## src/rtl/ram_cmd_arbiter.sv

```systemverilog
// ---------------------------------------------------------------------------
// ram_cmd_arbiter
//
// Two-requester round-robin arbiter that turns one granted access into a
// serial command sequence for a simple RAM.  A write sends an address word
// and a data word.  A read sends an address word and a read-trigger word,
// then waits up to TIMEOUT cycles for the returned byte.  Every command word
// is held valid for two cycles.  A one-cycle DONE state closes each access
// and always separates consecutive RAM transactions.
//
// Parameters
//   ADDR_SIZE    RAM address width
//   TIMEOUT      maximum cycles spent waiting for read data
//
// Ports
//   clk, rst_n             clock (rising edge), asynchronous active-low reset
//   req0/req1              access request, held until the matching gnt
//   we0/we1                1 = write, 0 = read
//   addr0/addr1            access address
//   wdata0/wdata1          write data
//   gnt0/gnt1              one-cycle pulse: request accepted, operands captured
//   done0/done1            one-cycle pulse: access of that requester complete
//   rdata                  read result, updated in the done cycle of a read
//   err                    pulses with done when a read timed out (rdata = 0)
//   ram_din, ram_rx_valid  command word {opcode[1:0], payload[7:0]} and valid
//   ram_dout, ram_tx_valid read data returned by the RAM and its valid
// ---------------------------------------------------------------------------
module ram_cmd_arbiter #(
   parameter int ADDR_SIZE = 8,
   parameter int TIMEOUT   = 8
) (
   input  logic                 clk,
   input  logic                 rst_n,
   input  logic                 req0,
   input  logic                 req1,
   input  logic                 we0,
   input  logic                 we1,
   input  logic [ADDR_SIZE-1:0] addr0,
   input  logic [ADDR_SIZE-1:0] addr1,
   input  logic [7:0]           wdata0,
   input  logic [7:0]           wdata1,
   output logic                 gnt0,
   output logic                 gnt1,
   output logic                 done0,
   output logic                 done1,
   output logic [7:0]           rdata,
   output logic                 err,
   output logic [9:0]           ram_din,
   output logic                 ram_rx_valid,
   input  logic [7:0]           ram_dout,
   input  logic                 ram_tx_valid
);

   // Timeout counter width; kept at least one bit so TIMEOUT=1 still builds.
   localparam int TW = (TIMEOUT > 1) ? $clog2(TIMEOUT) : 1;
   localparam logic [TW-1:0] TMO_LAST = TW'(TIMEOUT - 1);

   typedef enum logic [2:0] {
      IDLE    = 3'd0,
      WADDR   = 3'd1,
      WDATA   = 3'd2,
      RADDR   = 3'd3,
      RDATA   = 3'd4,
      WAIT_RD = 3'd5,
      DONE    = 3'd6
   } state_t;

   state_t               state_q;
   state_t               state_d;

   // Two-cycle step counter and read-wait counter, both cleared on state entry.
   logic                 step_q;
   logic [TW-1:0]        tmo_q;

   // Operands captured at grant time.  The access direction is not stored
   // separately: it is already encoded by which branch (WADDR or RADDR) the
   // FSM takes.
   logic                 owner_q;
   logic [ADDR_SIZE-1:0] addr_q;
   logic [7:0]           wdata_q;
   logic [7:0]           addr_payload;

   // last_gnt_q = 1 means requester 1 was granted most recently.
   logic                 last_gnt_q;
   logic                 err_q;
   logic [7:0]           rdata_q;

   // Goes high on the first clock edge after reset.  It holds off any grant
   // until that edge, so a request that is already high during reset cannot
   // produce a gnt pulse while rst_n is still low.
   logic                 armed_q;

   logic                 take_grant;
   logic                 grant_sel;
   logic                 pick1;
   logic                 rd_capture;
   logic                 rd_timeout;

   // The address payload slot is 8 bits wide, so the captured address is
   // zero-extended or truncated to fit it.
   assign addr_payload = 8'(addr_q);
   assign rdata        = rdata_q;

   // Round-robin choice.  A lone request wins outright.  On a tie, the
   // requester that was not granted last wins.
   always_comb begin
      pick1 = 1'b0;
      if (req1 && (!req0 || !last_gnt_q)) begin
         pick1 = 1'b1;
      end
   end

   // Next-state and output decode.  Every output is a function of the
   // current state, plus the request inputs while in IDLE.  This lets reset,
   // which forces IDLE, silence every output at once.
   always_comb begin
      state_d      = state_q;
      gnt0         = 1'b0;
      gnt1         = 1'b0;
      done0        = 1'b0;
      done1        = 1'b0;
      err          = 1'b0;
      ram_din      = 10'h000;
      ram_rx_valid = 1'b0;
      take_grant   = 1'b0;
      grant_sel    = 1'b0;
      rd_capture   = 1'b0;
      rd_timeout   = 1'b0;

      unique case (state_q)
         IDLE: begin
            if (armed_q && (req0 || req1)) begin
               take_grant = 1'b1;
               grant_sel  = pick1;
               gnt0       = !pick1;
               gnt1       = pick1;
               if (pick1 ? we1 : we0) begin
                  state_d = WADDR;
               end else begin
                  state_d = RADDR;
               end
            end
         end

         WADDR: begin
            ram_din      = {2'b00, addr_payload};
            ram_rx_valid = 1'b1;
            if (step_q) begin
               state_d = WDATA;
            end
         end

         WDATA: begin
            ram_din      = {2'b01, wdata_q};
            ram_rx_valid = 1'b1;
            if (step_q) begin
               state_d = DONE;
            end
         end

         RADDR: begin
            ram_din      = {2'b10, addr_payload};
            ram_rx_valid = 1'b1;
            if (step_q) begin
               state_d = RDATA;
            end
         end

         RDATA: begin
            ram_din      = {2'b11, 8'h00};
            ram_rx_valid = 1'b1;
            if (step_q) begin
               state_d = WAIT_RD;
            end
         end

         // If data arrives on the final permitted cycle, the data wins over
         // the timeout.
         WAIT_RD: begin
            if (ram_tx_valid) begin
               rd_capture = 1'b1;
               state_d    = DONE;
            end else if (tmo_q == TMO_LAST) begin
               rd_timeout = 1'b1;
               state_d    = DONE;
            end
         end

         DONE: begin
            done0   = !owner_q;
            done1   = owner_q;
            err     = err_q;
            state_d = IDLE;
         end

         default: begin
            state_d = IDLE;
         end
      endcase
   end

   // State register and step/timeout counters.  Both counters are cleared
   // whenever the state changes, so each state starts counting from zero.
   always_ff @(posedge clk or negedge rst_n) begin
      if (!rst_n) begin
         state_q <= IDLE;
         step_q  <= 1'b0;
         tmo_q   <= '0;
         armed_q <= 1'b0;
      end else begin
         state_q <= state_d;
         armed_q <= 1'b1;
         if (state_d != state_q) begin
            step_q <= 1'b0;
            tmo_q  <= '0;
         end else begin
            if (state_q == WADDR || state_q == WDATA ||
                state_q == RADDR || state_q == RDATA) begin
               step_q <= 1'b1;
            end
            if (state_q == WAIT_RD) begin
               tmo_q <= tmo_q + TW'(1);
            end
         end
      end
   end

   // Grant-time operand capture and arbitration history.  After this point
   // the requester inputs are not looked at again until the FSM is back in
   // IDLE.
   always_ff @(posedge clk or negedge rst_n) begin
      if (!rst_n) begin
         owner_q    <= 1'b0;
         addr_q     <= '0;
         wdata_q    <= 8'h00;
         last_gnt_q <= 1'b1;
      end else if (take_grant) begin
         owner_q    <= grant_sel;
         last_gnt_q <= grant_sel;
         addr_q     <= grant_sel ? addr1 : addr0;
         wdata_q    <= grant_sel ? wdata1 : wdata0;
      end
   end

   // Read result and error flag.  rdata changes only when a read finishes,
   // so it holds its value through later write accesses.  The error flag
   // is cleared by each new grant.
   always_ff @(posedge clk or negedge rst_n) begin
      if (!rst_n) begin
         rdata_q <= 8'h00;
         err_q   <= 1'b0;
      end else begin
         if (take_grant) begin
            err_q <= 1'b0;
         end
         if (rd_capture) begin
            rdata_q <= ram_dout;
         end else if (rd_timeout) begin
            rdata_q <= 8'h00;
            err_q   <= 1'b1;
         end
      end
   end

endmodule

```

## config.mk

```make
export PLATFORM = sky130hd
export DESIGN_NAME = ram_cmd_arbiter
export DESIGN_NICKNAME = d
export VERILOG_FILES = /design/src/rtl/ram_cmd_arbiter.sv
export SDC_FILE = /design/constraint.sdc
export NUM_CORES = 1
export LEC_CHECK = 0
export ABC_CLOCK_PERIOD_IN_PS = 2200
export CAP_MARGIN = 30
export CORE_AREA = 2 2 85 66
export CTS_CLUSTER_DIAMETER = 120
export CTS_CLUSTER_SIZE = 12
export DETAILED_ROUTE_END_ITERATION = 16
export DIE_AREA = 0 0 87 68
export PLACE_DENSITY_LB_ADDON = 0.05
export SLEW_MARGIN = 10
export SYNTH_ARGS = -nofsm -noshare
export SYNTH_HDL_FRONTEND = slang
export SYNTH_SLANG_ARGS = --single-unit
```

## constraint.sdc

```tcl
create_clock -name clk -period 2.2 [get_ports clk]
set_input_delay 0.44 -clock clk [delete_from_list [all_inputs] [get_ports clk]]
set_output_delay 0.44 -clock clk [all_outputs]
set_load 0.02 [all_outputs]
```

Word level (Yosys, flattened, before mapping) --
Cells that the tools add are included.
Word-level totals: flip-flop bits (word level) 35, input bits 47, output and inout bits 24
Cells by class: add/sub/neg operators 1, equal/unequal tests 8, multiplexer cells 38, reduce and logical (&&, ||, !) cells 16
Operator list (number):
- case mux 10 bit (4 select lines) | 1
- two-way mux 8 bit | 4
- two-way mux 3 bit | 9
- two-way mux 1 bit | 22
- case mux 3 bit (6 select lines) | 1
- == test 3 bit, second input constant | 4
- == test 3 x 2 -> 1 bit, second input constant | 2
- nonzero test 2 bit | 3
- logical OR 1 bit | 5
- logical NOT 1 bit | 4
- OR reduction 4 bit | 1
- adder 3 x 1 -> 3 bit, second input constant | 1
- == test 3 x 1 -> 1 bit, second input constant | 1
- logical NOT 3 bit | 1
- != test 3 bit | 1
- logical AND 1 bit | 2
- two-way mux 2 bit | 1

Logic depth before layout (Yosys ltp) --
Gate-level depths: netlist of run 1.
depth after elaboration 10, gate-level depth with buffers 6, depth with buffers taken out 5

Worst setup path after synthesis of run 1 --
OpenSTA, ideal clock, no wires.
kind register to output, start reg state_q[1], end out gnt0, data arrival time 1674 ps, data required time 1760 ps, path slack 86 ps, cell stages (with the launch flop) 7, cells stage by stage dfrtp_1 -> buf_6 -> or3_4 -> buf_6 -> or2_4 -> buf_6 -> nor2_1
Between the ends: longest elaborated chain between the ends 2
Ends and longest elaborated chain:
- start: declaration | RTL line 68 | state_t state_q;
- start signal: assignment | RTL line 211 | state_q <= state_d;
- logical NOT 3 bit | RTL line 130 | unique case (state_q)
- two-way mux 1 bit | RTL line 130
- end: declaration | RTL line 42 | output logic gnt0,
Every way passes these cells.

Worst setup path in the final report of run 1 --
start reg state_q[1], end out ram_din[7]
Between the ends: longest elaborated chain between the ends 2, elaborated cells on any way between the ends 5, classes of those cells eq/ne (4); mux (1)
Ends and longest elaborated chain:
- == test 3 bit (tied with other cells) | RTL line 130
- case mux 10 bit (4 select lines) * | RTL line 130
- end: declaration | RTL line 48 | output logic [9:0] ram_din,
Mark *: on every way between the ends. The rest lies on a longest branch, timed or not.

==> results of run 1 <==
==> how the worst max path moves through the flow <==
stage	depth (start not counted)	to	from
2_1_floorplan	6	gnt0	state_q[1]
3_3_place_gp	4	gnt1	req1
3_5_place_dp	4	gnt1	req1
4_1_cts	4	ram_din[8]	state_q[2]
5_1_grt	6	ram_din[7]	state_q[1]
6_report	6	ram_din[7]	state_q[1]
==> cell type report <==
| class | instances | share of cell area, % |
|---|---|---|
| Clock inverter | 1 | 0.177 |
| Multi-Input combinational cell | 145 | 33.3 |
| Timing Repair Buffer | 90 | 29.5 |
| Tap cell | 62 | 2.75 |
| Clock buffer | 7 | 2.71 |
| Sequential cell | 35 | 31.1 |
| Inverter | 4 | 0.532 |
==> repair_timing <==
item / in CTS / in global routing
endpoints found under the setup margin: 14 / 4
pin swaps: 0 / 0
gates resized for setup: 15 / 6
hold buffers: 0 / 0
==> synthesized netlist by cell type (all sizes together) (2+ instances only) <==
library cell | instances | area, µm²
o21ai | 19 | 95.1
a22oi | 8 | 60.1
a221oi | 2 | 17.5
ha | 2 | 25.0
mux2i | 3 | 30.0
or2 | 2 | 15.0
nor2 | 15 | 56.3
nor2b | 3 | 18.8
dfrtp | 34 | 851
and3 | 3 | 18.8
xnor2 | 3 | 26.3
a31oi | 17 | 106
o31ai | 16 | 120
buf | 7 | 58.8
nand2 | 6 | 22.5
inv | 3 | 11.3
clkbuf | 14 | 52.6
a21o | 4 | 30.0
nor3 | 21 | 105
a22o | 8 | 70.1
==> per-layer routing <==
metal	wire length (µm)	track usage, %	vias up
met5	0	0	-
met4	19	5.27	0
met3	261	4.10	2
met2	2390	27.6	52
met1	2840	31.1	904
li1	-	-	918
==> power by group <==
group	total (mW)	switching [mW]	internal (mW)
clock	0.454	0.231	0.222
combinational	1.84	1.00	0.835
sequential	1.07	0.159	0.914
==> per-stage QoR <==
| stage | util [%] | cells | setup TNS [ns] |
|---|---|---|---|
| after floorplan | - | 205 | 0 |
| after global placement | 53.4 | 336 | -0.205 |
| after detailed placement | 53.4 | 336 | -0.232 |
| after CTS | 54.7 | 344 | 0 |
| after global routing | 54.7 | 344 | 0 |
| final | 54.7 | 344 | 0 |
==> flip-flops by register name, indices dropped and copies added, names as in the netlist <==
name and count:
addr_payload 8, err_q 1, wdata_q 8, tmo_q 3
step_q 1, owner_q 1, state_q 3, armed_q 1
rdata 8, last_gnt_q 1
==> kinds of logic after synthesis <==
kind of cell | Yosys count | share of synthesized area (%)
AOI/OAI and AO/OA | 79 | 28.0
adders and majority gates | 2 | 1.30
muxes | 4 | 2.14
and+or+nand+nor | 55 | 14.5
DFF | 35 | 45.5
xor gates and xnor gates | 4 | 1.82
buffers and inverters | 25 | 6.55
other | 1 | 0.194
==> worst max-delay path: stages (launching register included) <==
cell	delay (ns)
dfrtp_1	0.40
buf_4	0.15
nor2b_1	0.13
buf_4	0.16
a22oi_1	0.15
nor2_1	0.07
dlygate4sd2_1	0.33
==> out/summary.md, run 1 <==
The flow ran to the end, and the final reports show no timing, DRC or antenna violations. The final critical path time including I/O delays and setup is 2.11 ns, and the maximum fanout along the worst path is 7. In this run the critical register-to-register path is captured at rdata[4].

In the final layout, the share of cells above drive strength 1 is 13.1%. The logs give 1876 for the total via count in the routed design and 0 for the total setup violations reported at the end of the flow. Using the TritonRoute via totals, the vias-per-cell ratio works out to 5.45.

For the maximum count of clock buffers along a single path, the log shows 2. With fillers left out, the area of the finished cells amounts to 2820 µm². The critical path in this run is classified as flop to primary output. Setup repair after global routing left no endpoint under its margin. Data on the critical path is required at its endpoint by 1.76 ns. For this run, the post-layout net count is 330. At the placement stage, the worst setup path has a slack of -0.232 ns. The start point of the worst hold path was err_q. In this run the standard cell core region covers 5150 µm².

Across the run, the number of max-cap violations was 0. The tools report the number of slew-limit violations in the final report as 0. The worst hold-check path type is flop to flop. The first TritonRoute pass finished after 4 iterations.

From synthesis to final layout, the design area changed by 46.2%. The count of H-tree levels built during CTS is 2. Leaving out fill and tap cells, the most frequent cell in the layout is clkdlybuf4s50_1. The tools report the initial core utilization as 37.5%. Element type at the critical path end: a primary output. The dominant register cell in the synthesized netlist is dfrtp_1. Final clock skew: 0.00703 ns. Registers take 877 µm². STA classifies the critical path startpoint as a flop. STA puts the critical path data arrival time at 1.67 ns.

The overall power was 3.36 mW; the count of different cell masters after synthesis was 39. The slack of the worst reg-to-reg path came out at 0.49 ns. The number of synthesized flops with an enable pin is 0, and the depth of the most critical reg-to-reg path is 4.

Clock latency on the worst-skew pair, taken at its later pin, is 0.28 ns. During placement, the flow inserted port buffers numbering 70. For hold timing, the worst endpoint is err_q. Counting every instance in the synthesized netlist gives 205.

The logs give 565 µV for the maximum resistive drop on vdd and 23 for the number of core rows. The number of design rule violations left after detail routing came out at 0. The placed instances occupy a cell area of 2750 µm². For the total routing resource utilization after global routing, the log shows 20.0%. The wire length of the first global-routing pass was 9090 µm. The diode insertion count for antenna repair is 0, and the routability congestion estimate is 0.772.

The routed wire length per instance is 16.0 µm. The floorplan step defined a die boundary enclosing 5920 µm². The tools report the maximum achievable frequency as 473 MHz. Fill cell instance count of the final layout: 487. Of the available clock period, the critical path in the final layout requires 96.1%.

Once detail routing completed, the nets flagged for antenna violations numbered 0. The number of buffers created by CTS was 5. After synthesis, the share of flip-flops with an asynchronous set or reset is 100%.

The width of the die is 87 µm. Mean instance size in the synthesized netlist: 9.41 µm². The detailed router's first-iteration violation count came out at 119.

Summing every instance area after synthesis gives 1930 µm². TritonCTS built the clock tree. The tools report the via count of the first global-routing pass as 1816.

Across all hold checks on the routed design, the worst slack comes to 0.502 ns. Summing the sequential cell areas from Yosys gives 45.5% of the chip area. Number of register bits inferred by synthesis: 35. After clock tree synthesis, the setup repair step added 0 buffers.

The number of antenna violations at the first check in global routing is 0. The launch instance of the worst register-to-register path is state_q[2]. Yosys printed 0 warnings. The total half-perimeter wirelength after legalization and detailed placement was 3840 µm.

In this run the clock root is driven by a clkbuf_8. In the layout the commonest cells are clkdlybuf4s50_1, dfrtp_1, buf_4. The post-synthesis net count is 254, and the largest net degree at the start of global routing is 36. The final count of hold timing violations came out at 0. The cell area power density is 1190 nW/µm², and the multi-input gate area in the final layout is 938 µm². After clock tree synthesis, the clock-pin slew on the worst setup and hold paths is 0.07 ns. Counting every sink on the clock net gives 35.

Measured along the y axis, the die boundary spans 68 µm. After global routing the overflow that remains totals 0. Once routing completed, OpenROAD measured the worst setup slack at 0.0857 ns. The number of I/O pins is 71. For this design the static power due to leakage is 1.27 nW.

For this block, the routed nets add up to 5510 µm of wire. The hold path depth works out to 1.
Note: power is estimated with default switching activity, not from simulation.
==> run 2, diff against run 1 <==
Settings changed: GPL_TIMING_DRIVEN set to 0.
==> run 2 against run 1 <==
Effect of this change:
- the run now ends with setup timing left
- clock skew decreased by 0.0023 ns
- final area is 1.7% higher
- core utilization is 0.95 points higher
- combinational power barely moved
- via count rose by 3.6%
- clock power up 15%
- sequential share of layout area shrank 0.49 points
- hold slack worse by 0.026 ns
- sequential cell count stayed put
- die area stayed put
- first-iteration DRC count is 13% lower
- register-to-register slack got worse by 0.18 ns
- largest power group unchanged
==> out/summary.md, run 2 (same netlist as run 1, synthesis figures left out) <==
The total half-perimeter wirelength after legalization and detailed placement is 4010 µm (+4.4%). The number of cells after detailed placement is 338 (+0.60%), and the post-synthesis to final-layout area growth is 48.7%. Number of iterations in the first detailed-routing pass: 4 (unchanged).

The library cells used most frequently in the layout, excluding fill and tap cells, are clkdlybuf4s50_1, dfrtp_1, nor3_1. The tools report the sort of element at the start of the critical path as a flop. The total setup violations reported at the end of the flow is 1 (+1), and the maximum count of clock buffers along a single path is 2 (unchanged). The worst setup path is captured at a primary output.

The capture instance of the worst register-to-register path is addr_payload[1]. Setup repair after global routing could not meet its margin everywhere. Final critical path time including I/O delays and setup: 2.21 ns (+0.0914 ns). The worst pin sits at a relative slew slack of 63.5%.

The run gives 0.29 ns (about the same) as the clock latency at the later pin of the worst-skew pair. The leakage component of the power is 1.26 nW (-0.61%). The average via count per standard cell was 5.55 (+1.8%); the routed wire length per instance was 16.3 µm (+1.6%).

The worst-case setup margin in the final layout was -0.00567 ns (-0.0914 ns); the final worst-path cycle share was 100% (+4.2 points). The layout net count was 336 (+1.8%). The tools report the max-capacitance violation count as 0 (unchanged). For the routability congestion estimate, the log shows 0.845 (+9.5%). The startpoint identified for the worst register-to-register timing path is state_q[1]. The final clock skew was 0.00473 ns (-0.00230 ns). The number of core rows is 23 (unchanged), and the depth of the most critical reg-to-reg path is 6 (+2). The tools report the count of H-tree levels built during CTS as 2 (unchanged).

The root buffer cell chosen for the clock tree is clkbuf_8. The slack of the worst reg-to-reg path is 0.31 ns (-0.18 ns). In this run the worst hold path is classified as flop to flop. The detailed router's first-iteration violation count was 104 (-13%).

The required arrival time at the worst endpoint was 1.76 ns (about the same); the fraction of layout cells with a size suffix above 1 was 18.1% (+4.9 points). The worst-case hold path end point was err_q. For the number of cells in the finished layout apart from fillers, the log shows 350 (+1.7%). The tools report the diode insertion count for antenna repair as 0 (unchanged). Standard cell core area: 5150 µm² (unchanged). The logs give 5 (unchanged) for the number of buffers created by CTS and 0 (unchanged) for the number of nets still failing antenna checks after routing. Area of all placed cells without fillers: 2870 µm² (+1.7%). The classification of the worst setup path is flop to primary output. The tools report the via count of the first global-routing pass as 1780 (-2.0%). Overall die height: 68 µm (unchanged). The logs give 1943 (+3.6%) for the total via count in the routed design and 35 (unchanged) for the clock sink count. Number of port buffers: 70 (unchanged). Remaining global-route overflow: 0 (unchanged). The flow ran to the end, but the final reports show violations. The run gives 20.3% (+0.37 points) as the total routing resource utilization after global routing. Worst hold-check slack: 0.476 ns (-0.0262 ns). Die area: 5920 µm² (unchanged). For the worst path arrival time, the log shows 1.77 ns (+0.10 ns). Leaving out fill and tap cells, the most frequent cell in the layout is clkdlybuf4s50_1. At the pin with the least slew margin, the transition time is 0.544 ns.

Maximum fanout along the worst path: 10 (+3). Clock transition at the registers of the reported paths: 0.07 ns (about the same). The tools report the area after detailed placement as 2720 µm² (-0.96%). The run gives 55.7% (+0.95 points) as the core occupancy in the finished layout. The cell area power density is 1210 nW/µm² (+1.7%). The maximum resistive drop on vdd was 556 µV (-1.6%). The wire length of the first global-routing pass is 9070 µm (-0.15%), and the final count of hold timing violations is 0 (unchanged).

The total negative setup slack came out at -0.00567 ns (-0.00567 ns). The run gives 3.48 mW (+3.4%) as the overall power. The sum of routed wire length over all layers came out at 5700 µm (+3.4%). For the worst slack after detailed placement, the log shows -0.854 ns (-0.622 ns).

The number of design rule violations left after detail routing was 0 (unchanged). In this run the most critical hold path is launched from err_q. TritonCTS built the clock tree. The maximum achievable frequency is 453 MHz (-4.1%), and the width of the die is 87 µm (unchanged).

The fill cell instance count of the final layout is 470 (-3.5%), and the initial core utilization is 37.5% (unchanged). The number of slew-limit violations in the final report is 0 (unchanged), and the hold path depth is 1 (unchanged). The final reports fail on setup timing. The largest net degree at the start of global routing is 35 (-2.8%), and the number of I/O pins is 71 (unchanged). The number of antenna violations at the first check in global routing came out at 0 (unchanged).
==> run 2: layer usage <==
layer / GRT usage (%) / vias to the layer above / part of all wire [%]
met4: 7.81 / 0 / 1.7
met3: 4.46 / 10 / 7.7
met1: 30.3 / 928 / 47
met5: 0 / - / 0
li1: - / 931 / -
met2: 28.4 / 74 / 43
==> run 2: area by class of cell <==
| type | count | area [µm²] | area share [%] |
|---|---|---|---|
| Clock buffer | 8 | 100 | 3.49 |
| Timing Repair Buffer | 80 | 731 | 25.5 |
| Multi-Input combinational cell | 145 | 963 | 33.6 |
| Tap cell | 62 | 77.6 | 2.70 |
| Inverter | 4 | 18.8 | 0.654 |
| Sequential cell | 35 | 878 | 30.6 |
| Buffer | 16 | 100 | 3.49 |
==> run 2: worst max-delay path: stages (launching register included) <==
cell,delay (ns)
dfrtp_1,0.37
buf_6,0.14
or3_4,0.43
or2_4,0.28
nor2_1,0.10
buf_4,0.15
==> run 2: worst max path at each step <==
stage	slack, ns	endpoint	from
after global routing	-0.08	gnt0	state_q[1]
after global placement	-0.89	gnt0	req1
after detailed placement	-0.85	gnt0	req1
after floorplan	0.09	gnt0	state_q[1]
after CTS	-0.24	gnt0	state_q[1]
final	-0.006	gnt0	state_q[1]
==> run 2: timing repair <==
action                     in CTS  in global routing
setup endpoints to repair      21                 19
hold buffers                    1                  0
setup buffers                   1                  7
resized for setup              44                 22
pin swaps                       1                  3
cloned                          0                  0
hold endpoints to repair        1                  0
==> run 2: where the power goes <==
| part | leakage, nW | internal (mW) | switching [mW] |
|---|---|---|---|
| clock network | 0.0515 | 0.286 | 0.237 |
| registers | 0.442 | 0.916 | 0.184 |
| logic | 0.765 | 0.835 | 1.02 |
==> run 3, diff against run 2 <==
Settings changed: GPL_ROUTABILITY_DRIVEN set to 0.
==> results of run 3 <==
The final DEF is identical to that of run 2; final timing and power are the same.
